File: src/rtl/shift_normalizer_pkg.sv
// shift_normalizer_pkg: shared widths, FSM states and mode encoding for the normalizer
package shift_normalizer_pkg;
  localparam int WIDTH = 32;
  localparam int SHW = 5;
  localparam logic MODE_UNSIGNED = 1'b0;
  localparam logic MODE_SIGNED = 1'b1;
  typedef enum logic [1:0] {IDLE, SEARCH, DONE} state_t;
endpackage

File: src/rtl/shift_normalizer_if.sv
// shift_normalizer_if: operand/result valid-ready handshake bundle
interface shift_normalizer_if #(parameter int WIDTH = 32, parameter int SHW = 5);
  logic in_valid;
  logic in_ready;
  logic [WIDTH-1:0] A;
  logic signed_mode;
  logic out_valid;
  logic out_ready;
  logic [WIDTH-1:0] Y;
  logic [SHW-1:0] shamt;
  logic zero;
  modport master (output in_valid, A, signed_mode, out_ready, input in_ready, out_valid, Y, shamt, zero);
  modport slave (input in_valid, A, signed_mode, out_ready, output in_ready, out_valid, Y, shamt, zero);
endinterface

File: src/rtl/shift_normalizer_norm_step.sv
// norm_step: one binary-search step, tests whether the top 2^k bits are redundant
module norm_step import shift_normalizer_pkg::*; #(
  parameter int WIDTH = shift_normalizer_pkg::WIDTH,
  parameter int SHW = shift_normalizer_pkg::SHW
) (
  input  logic [WIDTH-1:0] i_val,
  input  logic [SHW-1:0]   i_k,
  input  logic             i_mode,
  output logic [WIDTH-1:0] o_val,
  output logic             o_hit
);
  logic [WIDTH-1:0] w_w, w_top_u, w_top_s;
  assign w_w = WIDTH'(1) << i_k;
  assign w_top_u = i_val >> (WIDTH'(WIDTH) - w_w);
  // arithmetic shift keeps w+1 top bits; they are all equal iff result is 0 or all ones
  assign w_top_s = $signed(i_val) >>> (WIDTH'(WIDTH - 1) - w_w);
  assign o_hit = (i_mode == MODE_SIGNED) ? (w_top_s == '0 || &w_top_s) : (w_top_u == '0);
  assign o_val = i_val << w_w;
endmodule

File: src/rtl/shift_normalizer.sv
// shift_normalizer: multi-cycle leading-zero / redundant-sign normalizer with valid-ready handshakes
module shift_normalizer import shift_normalizer_pkg::*; #(
  parameter int WIDTH = shift_normalizer_pkg::WIDTH,
  parameter int SHW = shift_normalizer_pkg::SHW
) (
  input logic clk,
  input logic rst,
  shift_normalizer_if.slave bus
);
  state_t r_state, w_next;
  logic [WIDTH-1:0] r_work, w_step_val;
  logic [SHW-1:0] r_cnt, r_k;
  logic r_mode, r_zero, w_hit;
  norm_step #(.WIDTH(WIDTH), .SHW(SHW)) u_step (
    .i_val(r_work),
    .i_k(r_k),
    .i_mode(r_mode),
    .o_val(w_step_val),
    .o_hit(w_hit)
  );
  always_comb begin
    w_next = r_state;
    w_next = (r_state == IDLE)   ? (bus.in_valid ? SEARCH : IDLE) :
             (r_state == SEARCH) ? ((r_k == '0) ? DONE : SEARCH) :
                                   (bus.out_ready ? IDLE : DONE);
  end
  always_ff @(posedge clk or posedge rst) begin
    if (rst) begin
      r_state <= IDLE;
      r_work <= '0;
      r_cnt <= '0;
      r_k <= '0;
      r_mode <= MODE_UNSIGNED;
      r_zero <= 1'b0;
    end else begin
      r_state <= w_next;
      if (r_state == IDLE && bus.in_valid) begin
        r_work <= bus.A;
        r_mode <= bus.signed_mode;
        r_cnt <= '0;
        r_k <= SHW'(SHW - 1);
        r_zero <= (bus.A == '0);
      end else if (r_state == SEARCH) begin
        r_k <= r_k - SHW'(1);
        if (w_hit) begin
          r_work <= w_step_val;
          r_cnt <= r_cnt + (SHW'(1) << r_k);
        end
      end
    end
  end
  assign bus.in_ready = (r_state == IDLE);
  assign bus.out_valid = (r_state == DONE);
  assign bus.Y = r_work;
  assign bus.shamt = r_cnt;
  assign bus.zero = r_zero;
endmodule
File: src/flat_wrapper.sv
// flat-port wrapper written by rule: the top's interface ports become plain ports
module shift_normalizer_flat import shift_normalizer_pkg::*;
#(
  parameter int WIDTH = shift_normalizer_pkg::WIDTH,
  parameter int SHW = shift_normalizer_pkg::SHW
)
  (clk, rst, bus_in_valid, bus_A, bus_signed_mode, bus_out_ready, bus_in_ready, bus_out_valid, bus_Y, bus_shamt, bus_zero);
  shift_normalizer_if #(.WIDTH(WIDTH), .SHW(SHW)) bus_i ();
  input logic clk;
  input logic rst;
  input wire logic [$bits(bus_i.in_valid)-1:0] bus_in_valid;
  input wire logic [$bits(bus_i.A)-1:0] bus_A;
  input wire logic [$bits(bus_i.signed_mode)-1:0] bus_signed_mode;
  input wire logic [$bits(bus_i.out_ready)-1:0] bus_out_ready;
  output wire logic [$bits(bus_i.in_ready)-1:0] bus_in_ready;
  output wire logic [$bits(bus_i.out_valid)-1:0] bus_out_valid;
  output wire logic [$bits(bus_i.Y)-1:0] bus_Y;
  output wire logic [$bits(bus_i.shamt)-1:0] bus_shamt;
  output wire logic [$bits(bus_i.zero)-1:0] bus_zero;
  assign bus_i.in_valid = bus_in_valid;
  assign bus_i.A = bus_A;
  assign bus_i.signed_mode = bus_signed_mode;
  assign bus_i.out_ready = bus_out_ready;
  assign bus_in_ready = bus_i.in_ready;
  assign bus_out_valid = bus_i.out_valid;
  assign bus_Y = bus_i.Y;
  assign bus_shamt = bus_i.shamt;
  assign bus_zero = bus_i.zero;
  shift_normalizer #(.WIDTH(WIDTH), .SHW(SHW)) u_core (.clk(clk), .rst(rst), .bus(bus_i));
endmodule
File: config.mk
export PLATFORM = sky130hd
export DESIGN_NAME = shift_normalizer_flat
export DESIGN_NICKNAME = d
export VERILOG_FILES = /design/src/rtl/shift_normalizer_pkg.sv /design/src/rtl/shift_normalizer_if.sv /design/src/rtl/shift_normalizer_norm_step.sv /design/src/rtl/shift_normalizer.sv /design/src/flat_wrapper.sv
export SDC_FILE = /design/constraint.sdc
export NUM_CORES = 1
export LEC_CHECK = 0
export CELL_PAD_IN_SITES_DETAIL_PLACEMENT = 0
export CELL_PAD_IN_SITES_GLOBAL_PLACEMENT = 1
export CORE_MARGIN = 2
export CORE_UTILIZATION = 37
export CTS_CLUSTER_DIAMETER = 40
export DETAILED_ROUTE_END_ITERATION = 8
export GPL_TIMING_DRIVEN = 0
export PLACE_DENSITY = 0.81
export SKIP_CTS_REPAIR_TIMING = 1
export SYNTH_ARGS = -nofsm -noshare
export SYNTH_HDL_FRONTEND = slang
export SYNTH_HIERARCHICAL = 1
export SYNTH_SLANG_ARGS = --single-unit
File: constraint.sdc
create_clock -name clk -period 4.7 [get_ports clk]
set_clock_uncertainty 0.1 [all_clocks]
set_input_delay 1.41 -clock clk [delete_from_list [all_inputs] [get_ports clk]]
set_output_delay 1.41 -clock clk [all_outputs]
set_load 0.05 [all_outputs]
==> flow_summary.toml <==
[synth]
synth_enable_flop_cells = 0
synth_async_sr_flop_share = 1.00
netlist_area_mm2 = 0.00563
synth-warning-count = 6
ys_seq_area_frac = 0.204
post_synth.cell_area_avg_um2 = 7.15
synthesis.nets = 835
synth_flop_cell = "sky130_fd_sc_hd__dfrtp_1"
yosys.cell_types.count = 90
postSynthRegisterBits = 46
post_synth_inst_count = 787

[sta]
slew_violations = 0
finalWorstPathRequiredPeriod_ns = 4.67
achievable_frequency_mhz = 214
fin_hold_ws_ns = 0.410
fin_tns_setup_ns = 0
slew-limit-headroom = 0.314
finalHoldViolCount = 0
finalSetupViolations = 0
layout_setup_ws_ns = 0.0252
tightestPinTransition_ns = 1.03
fin_crit_sh = 0.995

[floorplan]
top_level_ports = 77
die_x_um = 127
chipHeight_um = 127
fp-row-count = 45
die-area_mm2 = 0.0162
core_area_mm2 = 0.0150
starting_density_of_the_core = 0.374

[clocking]
cts-buffers-inserted = 5
clk_latency_ns = 0.29
clk_pin_slew_ns = 0.07
cts.path.max_buffers = 2
tritoncts = "yes"
htree_levels = 2
cts-root-buf = "sky130_fd_sc_hd__clkbuf_16"
cts.sink_count = 46

[power]
vdd_ir_drop_max_v = 0.000449
power.density_mw_per_mm2 = 899
power.static_leakage_uw = 0.00305

[drt]
drt_drc_violations_left = 0
viasPerCell = 6.38
routed_wirelength_mm = 24.8
route.vias.total = 7028
postRouteAntennaNets = 0
drt_iter0_drc = 954
dr.pass1.iters = 6
detail_route.wl_per_cell_um = 22.5

[grt]
grt_pass1_vias = 6216
grt_remaining_overflow = 0
grt_first_pass_wirelength_mm = 37.0
grt_antenna_before_repair = 0
grt_start_max_net_pins = 34
track_usage = 0.291

[critical_path]
critPathTopFamily = "simple AND/OR/NAND/NOR gates"
crit_path_end_kind = "flip-flop"
worstPathCellList = "buf_8, nor3_4, nand2_2, nor2_4, inv_4, buf_8, buf_12, ha_4, clkinvlp_4, buf_4, nor4_2, nor3_2, buf_4, nor4_2, o22ai_1, a211oi_2, nor3_2, o221ai_2, and2_1, buf_6, nor2_8, clkbuf_16, nand2_1, nand2_1"
worst-setup-path-type = "reg -> reg"
path_length_in_cells_of_the_critical_path = 24
worst-endpoint-arrival_ns = 4.75
critical_path_buf_inv_count = 9
r2r.worst_path.cells = 24
setup.worst_path.start_class = "flip-flop"
cp.required_ns = 4.77
crit_path_top_delay_cell = "sky130_fd_sc_hd__dfrtp_2"
critical_path.max_stage_delay_ns = 0.45
crit_fanout = 7

[status]
outcome = "finished clean"

[hold_path]
min_path_cells = 2
hp-class = "reg -> reg"

[place]
preCtsSetupSlack_ns = -1.25
place_congestion = 0.981
portBuffers = 76
dp.final_hpwl_mm = 18.3

[flow_run]
cap_viol_max_count = 0

[cells_and_area]
syn2layout_area_growth_pct = 32.3
antenna_cells_inserted = 0
nNetsFinal = 961
drive_above_1_share = 0.167
placed cells by master, fill, tap and decap left out, drive strengths merged, types with 7 or more instances in the layout:
cell	count
nand3	21
buf	78
nand2	145
a31oi	16
ha	10
mux2i	32
a21oi	67
inv	19
dfrtp	46
a211oi	20
nor3	22
clkbuf	38
nand4	7
clkdlybuf4s50	76
o22ai	9
a22oi	37
and3	9
nor4	22
o211ai	15
nor2	71
o21ai	48
cells by family (layout without fill, tap and decap cells):
group                    count (synthesis)  after routing  share of synthesized area
buffers and inverters                   89            215                     0.0802
XOR/XNOR                                 7              7                     0.0136
AND/OR/NAND/NOR                        328            329                      0.284
other                                    1              1                   0.000666
AO/OA/AOI/OAI                          267            267                      0.323
multiplexers                            38             38                     0.0689
flip-flops                              46             46                      0.204
adder cells (fa/ha/maj)                 11             11                     0.0258
state kept, by name (all words and copies together), names as in the netlist:
signal            cells
u_core/r_state        2
u_core/bus.shamt      5
u_core/bus.zero       1
u_core/r_mode         1
u_core/bus.Y         32
u_core/r_k            5
metal layers:
| metal | up-vias | part of all wire | routed length [um] | global-route usage |
|---|---|---|---|---|
| li1 | 3183 | - | - | - |
| met4 | 0 | 0.033 | 816 | 0.0834 |
| met1 | 3345 | 0.43 | 10700 | 0.427 |
| met5 | - | 0 | 0 | 0 |
| met2 | 436 | 0.44 | 10900 | 0.441 |
| met3 | 64 | 0.097 | 2420 | 0.0477 |
power by group:
| part | switching (uW) | internal (uW) | leakage (uW) |
|---|---|---|---|
| clock | 157 | 251 | 0.0000771 |
| sequential | 339 | 563 | 0.000586 |
| combinational | 3370 | 2020 | 0.00239 |
Yosys cell counts, drive strengths merged (5+ instances only):
cell / count / area share
mux2i: 32 / 0.057
a31oi: 16 / 0.018
inv: 20 / 0.014
nor3: 22 / 0.020
dfrtp: 46 / 0.20
a21oi: 67 / 0.062
a22oi: 37 / 0.049
clkbuf: 28 / 0.019
mux2: 6 / 0.012
nor2: 70 / 0.057
and3: 9 / 0.010
o21ai: 48 / 0.043
buf: 40 / 0.047
o22ai: 9 / 0.010
a21boi: 5 / 0.0067
nand4: 7 / 0.0078
nand3: 21 / 0.019
ha: 10 / 0.022
nor4: 22 / 0.031
nor2b: 6 / 0.0071
nand2: 145 / 0.097
o211ai: 15 / 0.020
and2: 6 / 0.0067
a211oi: 20 / 0.029
metrics by stage:
| stage | instances | area [um2] | util | power, uW |
|---|---|---|---|---|
| CTS | 1060 | 6810 | 0.453 | 5910 |
| floorplan | 787 | 5630 | - | 4050 |
| detailed placement | 1052 | 6650 | 0.442 | 5470 |
| global route | 1102 | 7450 | 0.496 | 7050 |
| global placement | 1051 | 6630 | 0.441 | 5490 |
| finish | 1102 | 7450 | 0.496 | 6700 |
worst min-delay path, stage by stage (launching register included):
cell and delay, ns:
sky130_fd_sc_hd__dfrtp_1 0.37, sky130_fd_sc_hd__nand2_1 0.06, sky130_fd_sc_hd__nand2_1 0.05
area by class of cell:
type | instances | area (um2)
Buffer | 67 | 457
Clock buffer | 6 | 129
Clock inverter | 2 | 37.5
Fill cell | 1494 | 7580
Inverter | 21 | 91.3
Multi-Input combinational cell | 653 | 4180
Sequential cell | 46 | 1160
Tap cell | 188 | 235
Timing Repair Buffer | 119 | 1160
worst paths after layout:
| kind | start | to | slack, ns |
|---|---|---|---|
| max in group asynchronous | rst | u_core/r_k[2] | 2.70 |
| min in group asynchronous | rst | u_core/bus.Y[0] | 1.28 |
| worst min register to register | u_core/bus.Y[17] | u_core/bus.Y[17] | 0.41 |
| worst max-delay path | u_core/r_k[2] | u_core/bus.Y[3] | 0.03 |
| worst max register to register | u_core/r_k[2] | u_core/bus.Y[3] | 0.03 |
| worst min-delay path | u_core/bus.Y[17] | u_core/bus.Y[17] | 0.41 |
No activity file was read; power rests on OpenSTA's default activity.
